**config.mk**
```make
export PLATFORM = sky130hd
export DESIGN_NAME = hazard_unit
export DESIGN_NICKNAME = d
export VERILOG_FILES = /design/src/rtl/hazard_unit.sv
export SDC_FILE = /design/constraint.sdc
export NUM_CORES = 1
export LEC_CHECK = 0
export ABC_CLOCK_PERIOD_IN_PS = 2700
export BUFFER_PORTS_ARGS = -buffer_cell sky130_fd_sc_hd__buf_4
export CAP_MARGIN = 10
export CORE_MARGIN = 3
export CORE_UTILIZATION = 35
export CTS_CLUSTER_SIZE = 20
export DETAILED_ROUTE_END_ITERATION = 10
export GPL_TIMING_DRIVEN = 0
export PLACE_DENSITY = 0.7
export SETUP_SLACK_MARGIN = 0.3
export SYNTH_ARGS = -nofsm -noshare
export SYNTH_HDL_FRONTEND = slang
export SYNTH_SLANG_ARGS = --single-unit
```
**constraint.sdc**
```tcl
create_clock -name i_clk -period 2.7 [get_ports i_clk]
set_input_delay 0.405 -clock i_clk [delete_from_list [all_inputs] [get_ports i_clk]]
set_output_delay 0.405 -clock i_clk [all_outputs]
set_load 0.01 [all_outputs]
```
**src/rtl/hazard_unit.sv**
```systemverilog
// Pipeline hazard detection and halt sequencing for a 5-stage MIPS-style core.
// Detects load-use and branch-operand hazards, then drains the pipeline and halts on HALT.
module hazard_unit #(
    parameter int unsigned REG_ADDR     = 5,
    parameter int unsigned DRAIN_CYCLES = 3,
    parameter int unsigned CNT_W        = 16
) (
    input  logic                i_clk,
    input  logic                i_reset,
    input  logic                i_enable,
    input  logic [REG_ADDR-1:0] i_instr_rs_D,
    input  logic [REG_ADDR-1:0] i_instr_rt_D,
    input  logic [REG_ADDR-1:0] i_instr_rt_E,
    input  logic [REG_ADDR-1:0] i_instr_rd_E,
    input  logic [REG_ADDR-1:0] i_instr_rd_M,
    input  logic                i_mem_read_E,
    input  logic                i_reg_write_E,
    input  logic                i_mem_read_M,
    input  logic                i_branch_D,
    input  logic                i_branch_taken_D,
    input  logic                i_halt_D,
    output logic                o_stall_F,
    output logic                o_stall_D,
    output logic                o_flush_D,
    output logic                o_flush_E,
    output logic                o_halted,
    output logic [CNT_W-1:0]    o_stall_count
);

    localparam int unsigned DW = (DRAIN_CYCLES > 1) ? $clog2(DRAIN_CYCLES) : 1;
    localparam logic [DW-1:0] DRAIN_LAST = DW'(DRAIN_CYCLES - 1);

    typedef enum logic [1:0] {
        StRun,
        StDrain,
        StHalted
    } state_e;

    state_e            state_q;
    logic [DW-1:0]     drain_cnt_q;
    logic              halted_q;
    logic [CNT_W-1:0]  stall_cnt_q;

    logic load_use;
    logic branch_alu;
    logic branch_load;
    logic hazard;

    // Register 0 is hardwired to zero, so it can never carry a dependence.
    assign load_use    = i_mem_read_E && (i_instr_rt_E != '0) &&
                         ((i_instr_rt_E == i_instr_rs_D) || (i_instr_rt_E == i_instr_rt_D));
    assign branch_alu  = i_branch_D && i_reg_write_E && (i_instr_rd_E != '0) &&
                         ((i_instr_rd_E == i_instr_rs_D) || (i_instr_rd_E == i_instr_rt_D));
    assign branch_load = i_branch_D && i_mem_read_M && (i_instr_rd_M != '0) &&
                         ((i_instr_rd_M == i_instr_rs_D) || (i_instr_rd_M == i_instr_rt_D));
    assign hazard      = load_use || branch_alu || branch_load;

    always_ff @(posedge i_clk or negedge i_reset) begin
        if (!i_reset) begin
            state_q     <= StRun;
            drain_cnt_q <= '0;
            halted_q    <= 1'b0;
            stall_cnt_q <= '0;
        end else if (i_enable) begin
            unique case (state_q)
                StRun: begin
                    if (hazard) begin
                        if (stall_cnt_q != '1) begin
                            stall_cnt_q <= stall_cnt_q + CNT_W'(1);
                        end
                    end else if (i_halt_D) begin
                        state_q     <= StDrain;
                        drain_cnt_q <= '0;
                    end
                end
                StDrain: begin
                    if (drain_cnt_q == DRAIN_LAST) begin
                        state_q  <= StHalted;
                        halted_q <= 1'b1;
                    end else begin
                        drain_cnt_q <= drain_cnt_q + DW'(1);
                    end
                end
                StHalted: begin
                    halted_q <= 1'b1;
                end
                default: begin
                    state_q <= StRun;
                end
            endcase
        end
    end

    always_comb begin
        o_stall_F = 1'b0;
        o_stall_D = 1'b0;
        o_flush_D = 1'b0;
        o_flush_E = 1'b0;
        if (!i_reset) begin
            // Quiet outputs while held in reset.
            o_stall_F = 1'b0;
        end else if (!i_enable) begin
            o_stall_F = 1'b1;
            o_stall_D = 1'b1;
        end else begin
            unique case (state_q)
                StRun: begin
                    if (hazard) begin
                        o_stall_F = 1'b1;
                        o_stall_D = 1'b1;
                        o_flush_E = 1'b1;
                    end else begin
                        // A HALT in ID takes precedence over a redirect.
                        o_flush_D = i_branch_taken_D && !i_halt_D;
                    end
                end
                StDrain, StHalted: begin
                    o_stall_F = 1'b1;
                    o_stall_D = 1'b1;
                    o_flush_E = 1'b1;
                end
                default: begin
                    o_stall_F = 1'b0;
                end
            endcase
        end
    end

    assign o_halted      = halted_q;
    assign o_stall_count = stall_cnt_q;

endmodule

```
==> impl_metrics.csv <==
group,metric,value,unit
sta,hold_slack,0.0161,ns
floorplan,num_io_pins,55,
floorplan,die_w,73.4,um
sta,fin_crit_sh,87.1,%
synthesis,yosys_register_bits,21,
sta,finalHoldViolations,0,
global_routing,grt_pass1_vias,1386,
finish,syn2layout_area_growth,35.0,%
finish,final_common_cell,"buf_4",
power_and_ir_drop,internal-power,0.494,mW
synthesis,synthCells,166,
sta,rsz0062_at_grt,"true",
power_and_ir_drop,pwr-share-clk,31.9,%
clocking,clk_pin_slew,0.08,ns
route,drtIter0Drc,92,
clocking,root_buffer,"clkbuf_8",
setup_path,cp_max_fo,3,
sta,finalClockSkew,0.00785,ns
finish,fill_cells,403,
global_routing,grt_overflow,0,
synthesis,synth.largest_area_cell,"dfrtp_1",
floorplan,rows,23,
clocking,cts.path.max_buffers,2,
synthesis,ys_types,38,
setup_path,critPathTopFamily,"compound AO/OA/AOI/OAI gates",
setup_path,rr_startpoint,"o_stall_count[0]",
synthesis,synth_top_area_share,33.0,%
clocking,cts_tree,"built",
finish,drive_above_1_share,32.9,%
route,vias,1394,
synthesis,synth_area,1590,sq um
power_and_ir_drop,netSwitchingFraction,25.9,%
sta,relSlewSlack,71.4,%
finish,stdcell_count,275,
job,maxCapViolCount,0,
clocking,ctsHoldBuffers,0,
synthesis,yosys.area_share.simple,19.3,%
synthesis,ys_warn_count,0,
synthesis,synth_compound_area_share,12.2,%
global_routing,grt_max_degree,24,
route,via_per_inst,5.07,
setup_path,slowest_stage,"or3_1",
route,drt-total-wl,3790,um
placement,dp_cells,270,
global_routing,track_usage,15.6,%
setup_path,crit_type,"in2out",
setup_path,required,2.30,ns
sta,tightest_slew,0.427,ns
finish,ff_latch_area,526,sq um
hold_path,hold_class,"in2async",
clocking,cts_max_level,1,
sta,finalSetupViolCount,0,
synthesis,yosysSeqAreaShare,33.0,%
finish,final_net_count,267,
setup_path,arrival,1.95,ns
global_routing,grt_pass1_wl,6640,um
setup_path,reg2reg_slack,0.54,ns
sta,tns,0,ns
sta,fmax,425,MHz
setup_path,critPathBufInv,3,
sta,period_needed,2.35,ns
placement,io_buffers,54,
route,drc,0,
clocking,clock-sinks,21,
synthesis,synth_area_per_cell,9.58,sq um
placement,routabilityCongestion,0.777,
clocking,numCtsBuffers,3,
sta,worst_slack,0.348,ns
power_and_ir_drop,peakVddDrop,0.328,mV
setup_path,path_cells,"buf_4 -> or3_1 -> o311a_1 -> a22oi_4 -> nand2_2 -> nand2_2 -> a31oi_2 -> buf_4 -> buf_6",
clocking,insertion_delay,0.27,ns
setup_path,cp-end-kind,"primary output",
synthesis,synthXorXnorAreaFrac,24.8,%
synthesis,synth_top_family_by_area,"XOR/XNOR gates",
power_and_ir_drop,switchingPower,0.173,mW
placement,dpl_worst_slack,0.191,ns
floorplan,placeableCoreArea,4200,sq um
setup_path,slowest_delay,0.36,ns
finish,antenna_cells,0,
floorplan,die_h,73.4,um
route,routedWlPerCell,13.8,um
placement,dpl.hpwl,3060,um
route,antenna_left,0,
finish,final_cell_mix,"55 x buf_4, 40 x xnor2_1, 21 x dfrtp_1",
setup_path,startpoint_type,"input pin",
setup_path,crit_start,"i_instr_rd_E[2]",
finish,multi_input_area,1040,sq um
synthesis,synth_area_leaders,"dfrtp_1 33%, xnor2_1 22%, ha_1 5.5%",
power_and_ir_drop,leakagePower,0.961,nW
outcome,outcome,"finished clean",
power_and_ir_drop,combPwrFrac,21.0,%
floorplan,die_area,5390,sq um
power_and_ir_drop,seqPwrFrac,47.1,%
synthesis,synth_mux_area_share,2.12,%
global_routing,antenna_found_initial,0,
finish,fin_util,51.1,%
power_and_ir_drop,powerDensity,311,nW/um^2
synthesis,syn_nets,207,
synthesis,yosys.area_share.adder,5.51,%
route,dr.pass1.iters,4,
floorplan,start_util,37.8,%
sta,slew_viol_final,0,
==> sequential cells by signal (all words and copies together), names as in the netlist <==
signal,count
drain_cnt_q,2
state_q,2
o_stall_count,16
o_halted,1
==> per-stage QoR <==
| step | cell area (sq um) | power, mW |
|---|---|---|
| floorplan | 1590 | 0.383 |
| global placement | 2060 | 0.455 |
| detailed placement | 2060 | 0.457 |
| CTS | 2140 | 0.677 |
| global route | 2150 | 0.704 |
| finish | 2150 | 0.667 |
==> area by class of cell <==
class / count / share of cell area [%]
buffer: 4 / 1.28
clock buffer: 3 / 1.92
clock inverter: 1 / 0.350
inverter: 6 / 1.05
multi-input combinational: 135 / 48.6
sequential: 21 / 24.5
tap: 50 / 2.91
timing repair buffer: 55 / 19.4
==> per-layer routing <==
| metal | part of all wire, % | vias up | track usage (%) |
|---|---|---|---|
| met1 | 46 | 658 | 22.2 |
| met4 | 1.5 | 0 | 3.22 |
| met2 | 49 | 27 | 24.3 |
| met3 | 4.0 | 6 | 3.69 |
| li1 | - | 703 | - |
| met5 | 0 | - | 0 |
==> worst paths after layout <==
check	end	cells after the start
worst min-delay path	o_stall_count[10]	1
min in group i_clk	o_halted	2
worst max-delay path	o_stall_F	9
worst min register to register	o_halted	1
max in group asynchronous	state_q[0]	1
worst max register to register	o_stall_count[13]	9
==> timing repair <==
action                                  4_1_cts  5_1_grt
resized for setup                             5        3
pin swaps                                     4        2
endpoints found under the setup margin        1        3
setup buffers                                 1        0
==> power groups by stage <==
stage / clock, mW / combinational, mW / sequential, mW
after floorplan: 0 / 0.0621 / 0.321
after global placement: 0 / 0.134 / 0.320
after detailed placement: 0 / 0.136 / 0.320
after CTS: 0.222 / 0.140 / 0.314
after global routing: 0.234 / 0.156 / 0.314
final: 0.212 / 0.140 / 0.314
==> synthesized netlist by cell type, drive strengths merged <==
| cell type | n |
|---|---|
| xnor2 | 40 |
| dfrtp | 21 |
| nand2 | 17 |
| nand3 | 12 |
| nand4 | 9 |
| ha | 7 |
| inv | 6 |
| and3 | 5 |
| nor3 | 5 |
| xor2 | 5 |
| o21ai | 4 |
| a21o | 3 |
| and2 | 3 |
| mux2 | 3 |
| a211oi | 2 |
| a21oi | 2 |
| buf | 2 |
| clkbuf | 2 |
| nor2 | 2 |
| o22ai | 2 |
| o311a | 2 |
| or3 | 2 |
| a221o | 1 |
| a22oi | 1 |
| a31oi | 1 |
| a32oi | 1 |
| nand3b | 1 |
| nor2b | 1 |
| o221ai | 1 |
| o31ai | 1 |
| o41ai | 1 |
| or4 | 1 |
==> cell families after synthesis <==
kind of cell / Yosys count
xor gates and xnor gates: 45
AOI/OAI and AO/OA: 22
DFF: 21
buffers and inverters: 10
muxes: 3
adders and majority gates: 7
and+or+nand+nor: 58
Note: power is estimated with default switching activity, not from simulation.
